### config.mk
export PLATFORM = sky130hd
export DESIGN_NAME = phase_sequencer
export DESIGN_NICKNAME = d
export VERILOG_FILES = /design/src/rtl/phase_sequencer.sv
export SDC_FILE = /design/constraint.sdc
export NUM_CORES = 1
export LEC_CHECK = 0
export CAP_MARGIN = 5
export CELL_PAD_IN_SITES_DETAIL_PLACEMENT = 2
export CELL_PAD_IN_SITES_GLOBAL_PLACEMENT = 2
export CORE_MARGIN = 5
export CORE_UTILIZATION = 20
export DETAILED_ROUTE_END_ITERATION = 8
export PLACE_DENSITY = 0.88
export SETUP_SLACK_MARGIN = 0.02
export SLEW_MARGIN = 20
export SYNTH_ARGS = -nofsm -noshare
export SYNTH_HDL_FRONTEND = slang
export SYNTH_SLANG_ARGS = --single-unit
### constraint.sdc
create_clock -name clk -period 1.85 [get_ports clk]
set_clock_uncertainty 0.05 [all_clocks]
set_input_delay 0.37 -clock clk [delete_from_list [all_inputs] [get_ports clk]]
set_output_delay 0.37 -clock clk [all_outputs]
set_load 0.005 [all_outputs]
### src/rtl/phase_sequencer.sv
// Round-robin phase sequencer: one-hot enable per phase, advance on that phase's done, optional watchdog (PHASE_TIMEOUT_EN).
// Latency: 1 cycle start and handoff; ena low freezes all state (no backpressure otherwise).
module phase_sequencer #(
  parameter int NUM_PHASES = 3,
  parameter int PH_W       = (NUM_PHASES > 1) ? $clog2(NUM_PHASES) : 1,
  parameter int FRAME_W    = 8,
  parameter int TIMEOUT_W  = 16
) (
  input  logic                  clk,
  input  logic                  rst_n,
  input  logic                  ena,
  input  logic                  run_i,
  input  logic                  mode_i,
  input  logic [NUM_PHASES-1:0] done_i,
  input  logic [TIMEOUT_W-1:0]  timeout_lim_i,
  output logic [NUM_PHASES-1:0] en_o,
  output logic [PH_W-1:0]       phase_o,
  output logic                  busy_o,
  output logic                  frame_done_o,
  output logic [FRAME_W-1:0]    frame_cnt_o,
  output logic                  timeout_o,
  output logic [PH_W-1:0]       timeout_phase_o
);

  typedef enum logic {
    S_IDLE = 1'b0,
    S_RUN  = 1'b1
  } state_t;

  state_t               state_q, state_d;
  logic [PH_W-1:0]      phase_q, phase_d;
  logic                 mode_q, mode_d;
  logic [FRAME_W-1:0]   frame_cnt_q, frame_cnt_d;
  logic                 frame_done_q, frame_done_d;

  logic                 done_act;
  logic                 expire;
  logic                 complete;
  logic                 last_phase;
  logic [NUM_PHASES-1:0] one_hot;

  // Only the active phase's done bit is ever looked at.
  assign done_act   = done_i[phase_q];
  assign last_phase = (phase_q == PH_W'(NUM_PHASES - 1));
  assign complete   = (state_q == S_RUN) && (done_act || expire);
  assign one_hot    = {{(NUM_PHASES-1){1'b0}}, 1'b1} << phase_q;

  always_ff @(posedge clk or negedge rst_n) begin
    if (!rst_n) begin
      state_q      <= S_IDLE;
      phase_q      <= '0;
      mode_q       <= 1'b0;
      frame_cnt_q  <= '0;
      frame_done_q <= 1'b0;
    end else begin
      state_q      <= state_d;
      phase_q      <= phase_d;
      mode_q       <= mode_d;
      frame_cnt_q  <= frame_cnt_d;
      frame_done_q <= frame_done_d;
    end
  end

  always_comb begin
    state_d      = state_q;
    phase_d      = phase_q;
    mode_d       = mode_q;
    frame_cnt_d  = frame_cnt_q;
    frame_done_d = frame_done_q;
    if (ena) begin
      frame_done_d = 1'b0;
      case (state_q)
        S_IDLE: begin
          if (run_i) begin
            state_d = S_RUN;
            mode_d  = mode_i;
            phase_d = '0;
          end
        end
        S_RUN: begin
          if (complete) begin
            if (!last_phase) begin
              phase_d = phase_q + PH_W'(1);
            end else begin
              phase_d      = '0;
              frame_cnt_d  = frame_cnt_q + FRAME_W'(1);
              frame_done_d = 1'b1;
              // Free-running continues only if run_i is still asserted at frame wrap.
              if (!(mode_q && run_i)) begin
                state_d = S_IDLE;
              end
            end
          end
        end
        default: begin
          state_d = S_IDLE;
          phase_d = '0;
        end
      endcase
    end
  end

`ifdef PHASE_TIMEOUT_EN
  logic [TIMEOUT_W-1:0] wd_cnt_q, wd_cnt_d;
  logic                 timeout_q, timeout_d;
  logic [PH_W-1:0]      tphase_q, tphase_d;

  // Done in the expiry cycle takes precedence, so expiry requires done low.
  assign expire = (timeout_lim_i != '0) &&
                  (wd_cnt_q == timeout_lim_i - TIMEOUT_W'(1)) && !done_act;

  always_ff @(posedge clk or negedge rst_n) begin
    if (!rst_n) begin
      wd_cnt_q  <= '0;
      timeout_q <= 1'b0;
      tphase_q  <= '0;
    end else begin
      wd_cnt_q  <= wd_cnt_d;
      timeout_q <= timeout_d;
      tphase_q  <= tphase_d;
    end
  end

  always_comb begin
    wd_cnt_d  = wd_cnt_q;
    timeout_d = timeout_q;
    tphase_d  = tphase_q;
    if (ena) begin
      if (state_q == S_IDLE) begin
        if (run_i) begin
          wd_cnt_d  = '0;
          timeout_d = 1'b0;
          tphase_d  = '0;
        end
      end else begin
        if (complete) begin
          wd_cnt_d = '0;
        end else if (wd_cnt_q != {TIMEOUT_W{1'b1}}) begin
          wd_cnt_d = wd_cnt_q + TIMEOUT_W'(1);
        end
        if (expire) begin
          timeout_d = 1'b1;
          tphase_d  = phase_q;
        end
      end
    end
  end

  assign timeout_o       = timeout_q;
  assign timeout_phase_o = tphase_q;
`else
  logic unused_lim;

  assign unused_lim      = ^timeout_lim_i;
  assign expire          = 1'b0;
  assign timeout_o       = 1'b0;
  assign timeout_phase_o = '0;
`endif

  assign en_o         = (state_q == S_RUN) ? one_hot : '0;
  assign phase_o      = phase_q;
  assign busy_o       = (state_q == S_RUN);
  assign frame_done_o = frame_done_q;
  assign frame_cnt_o  = frame_cnt_q;

endmodule

# Word level (Yosys, flattened, before mapping)
# Index checks and enable logic that the tools add are counted.
# op_classes
add_sub_neg	2
multipliers	0
div	0
order_cmp	1
n_eq_ne	3
shifts	1
muxes	15
n_bitwise	1
reduce_logical	5
# ops
op	n
$add 8x1->8 const B	1
$mux 1	8
$mux 2	3
$reduce_and 3->1	2
$pmux 2 s2	1
$reduce_and 4->1	1
$lt 2x3->1 const B	1
$mux 3	1
$shl 1x2->3 const A	1
$add 2x1->2 const B	1
$bmux 1 s2	1
$eq 2x2->1 const B	1
$logic_and 1x1->1	2
$ne 2x1->1 const B	1
$ne 2x2->1 const B	1
$pmux 1 s2	1
$not 1->1	1
# totals
reg_bits	13
latchBits	0
ram_bits	0
romBits	0
output_inout_bits	18
word_cells	33
n_memories	0

# Logic depth before layout (Yosys ltp)
# depth
word_depth	5
depth_mapped	4
mapped_depth_nobuf	4

# Worst setup path after synthesis
# Ideal clock, no wire load.
# synth_timing
path_kind	register to register
start	register phase_q[0], in the netlist phase_o[0]
end	register frame_cnt_q[1], in the netlist frame_cnt_o[1]
setup_ns	0.125
arrival_time_ns	1.199
slack_ns	0.476
stages_incl_launch_ff	5
path_buffers	1
path_cell_list	dfrtp_1 > buf_6 > and4b_2 > nand2_2 > mux2_4
# synth_between
elab_chain_len	4
word_cells_on_any_way	5
cone_classes	1 x eq/ne; 2 x mux; 2 x reduce/logical
# synth_lines
element	line_no	text
start: declaration	31	logic [PH_W-1:0] phase_q, phase_d;
start signal: assignment	57	phase_q <= phase_d;
$bmux 1 s2	43	assign done_act = done_i[phase_q];
$mux 1 (not written as such)	43	
$logic_and 1x1->1	45	assign complete = (state_q == S_RUN) && (done_act || expire);
$reduce_and 4->1 (no line) *	n/a	
end signal: assignment	59	frame_cnt_q <= frame_cnt_d;
end: declaration	33	logic [FRAME_W-1:0] frame_cnt_q, frame_cnt_d;
# Every way passes the cells marked *; elsewhere a longest branch is shown, timed or not. The select of a mux whose other input is x is not followed.
# A chain may end at the register's enable or synchronous reset.

# Worst setup path after layout
# layout_timing
start	register state_q, in the netlist busy_o
end	output busy_o
# layout_rtl
element	line_no	text
start: declaration	30	state_t state_q, state_d;
start signal: assignment	56	state_q <= state_d;
end: declaration	18	output logic busy_o,
# No word-level cell between the ends.

==> impl_metrics.ini <==
[power_and_ir_drop]
ir_drop_v = 0.0004712
leakage_nw = 0.4471
finalPower_mw = 1.210
power_density_nw_per_um2 = 1206

[synth]
synthMuxAreaShare = 0.05380
yosysTopAreaCellShare = 0.4824
synth.largest_area_cell = dfrtp_1
yosys.area_share.simple = 0.1948
netlist_area_um2 = 674.4
synth_area_per_cell_um2 = 10.70
synth-xor-area-share = 0.09091
synth_seq_area_share = 0.4824
synth_cells = 63
synth_top_family_by_area = simple AND/OR/NAND/NOR gates
ys_ff_latch = 13
synth_area_leaders = dfrtp_1 (48%), xnor2_1 (5.2%), xor2_1 (3.9%)
synth_compound_area_frac = 0.07792
ys_warn_count = 0
synthAdderAreaFrac = 0.01855
ys_types = 29

[clock_network]
hold_buffers = 0
cts_buffers = 3
clk_path_buf_depth = 2
clk_pin_slew_ns = 0.08
cts_max_level = 1
cts.sinks = 13
insertion_delay_ns = 0.28
tritoncts = yes
cts_root_buf = clkbuf_4

[die]
die_h_um = 68.07
ioPinCount = 42
fp.dieW_um = 68.07
core_um2 = 3311
die-area_um2 = 4634
rows = 21
start_util = 0.2037

[worst_setup_path]
worstPathArrival_ns = 1.32
worst-path-stages = 2
slowest_stage = clkdlybuf4s50_1
path_delay_family = buffers and inverters
max_stage_delay_ns = 0.50
worst_r2r_startpoint = phase_o[0]
reg2reg_to = frame_cnt_o[1]
rr_worst_depth = 4
crit_buf_inv = 2
worstSetupPathType = register to primary output
rrSetupSlack_ns = 0.36
crit_chain = buf_6, clkdlybuf4s50_1
critPathRequiredTime_ns = 1.43
worstPathMaxFanout = 7
endpoint_kind = primary output
cp-start-kind = register

[layout]
num_antenna_cells = 0
drive_above_1_share = 0.1848
final_common_cell = clkdlybuf4s50_1
finalNetCount = 118
syn2layout_area_growth_pct = 48.79
layout_common_cells = clkdlybuf4s50_1 (19), dfrtp_1 (12), buf_4 (6)

[drt]
wl_per_cell_um = 14.36
wl_met1_um = 864
viasPerCell = 4.217
drt-pass1-iter-count = 4
final_antenna_net_count = 0
wl_met3_um = 127
top_layer = met4
met2_length_um = 973
dr.first_iter.drc_count = 4
routed_wl_mm = 1.981
drc = 0
route.vias.total = 582

[sta]
rsz0062_at_grt = no
setup-tns-final_ns = 0
max_freq_mhz = 574.3
period_minus_slack_ns = 1.741
timing.final.hold_violations = 0
min_period_over_period = 0.9413
worst_pin_slew_ns = 0.5924
slew_headroom = 0.6038
report.final.setup_viol = 0
slew_viol_final = 0
whs_ns = 0.4115
setup_ws_ns = 0.1086

[global_routing]
overflow = 0
grt_pass1_vias = 663
antenna_found_initial = 0
grt_max_degree = 14
grt_pass1_wl_mm = 3.305
track_usage = 0.09597

[placed_design]
place.gp.congestion = 0.8291
dp_hpwl_mm = 1.497
io_buffers = 22
place_ws_ns = 0.03339

[run]
drv_cap = 0

[worst_hold_path]
hp-class = input pin to async pin

[status]
outcome = complete, no violations
state kept, by name, summed over array words and instances, names as in the netlist:
signal	count
frame_done_o	1
frame_cnt_o	8
phase_o	2
mode_q	1
busy_o	1
through the flow:
stage                     area [um2]  utilization  cells
after floorplan                681.9            -     65
after global placement         945.9       0.2857    131
after detailed placement       945.9       0.2857    131
after CTS                      999.7       0.3020    138
after global routing            1003       0.3031    138
final                           1003       0.3031    138
worst max path at each step:
stage	startpoint	endpoint	slack, ns
after floorplan	phase_o[0]	frame_cnt_o[1]	0.48
after global placement	ena	frame_cnt_o[1]	0.08
after detailed placement	ena	mode_q	0.03
after CTS	busy_o	busy_o	0.08
after global routing	busy_o	busy_o	0.04
final	busy_o	busy_o	0.11
what timing repair did:
item	4_1_cts	5_1_grt
setup endpoints to repair	3	1
gates resized for setup	6	1
setup buffers	3	0
cloned	0	0
pin swaps	0	0
synthesized netlist by cell type, drive strengths merged:
master  count
nor2b       1
nor3b       2
nor2        2
nor3        4
buf         6
ha          1
a22o        1
xor2        3
nand2       3
dfrtp      13
nand4       4
nand4b      1
and3        1
and4b       1
o21ai       1
a311o       1
xnor2       4
a21oi       2
mux2        2
nand3       1
a31oi       3
inv         2
conb        1
mux2i       1
and2        2
kinds of logic (layout without fill, tap and decap cells):
group | count (synthesis) | in the layout
AND/OR/NAND/NOR | 22 | 22
flip-flops | 13 | 13
AO/OA/AOI/OAI | 8 | 8
buffers and inverters | 8 | 35
XOR/XNOR | 7 | 7
multiplexers | 3 | 3
adder cells (fa/ha/maj) | 1 | 1
other | 1 | 3
metal layers:
metal | track usage | up-vias
met2 | 0.1552 | 18
met4 | 0.02233 | 0
met1 | 0.1194 | 284
met5 | 0 | -
met3 | 0.03777 | 5
li1 | - | 275
layout make-up:
cell class                      count  area, um2
Tap cell                           46      57.56
Timing Repair Buffer               29      272.8
Clock buffer                        4      26.28
Sequential cell                    13      326.6
Multi-Input combinational cell     44      312.8
Fill cell                         392       2307
Inverter                            2      7.507
report_power, final:
part / internal, mW / switching, mW / leakage, nW
Clock: 0.0837 / 0.0943 / 0.0150
Sequential: 0.358 / 0.0832 / 0.166
Combinational: 0.357 / 0.234 / 0.266
(Power assumes the default switching activity.)
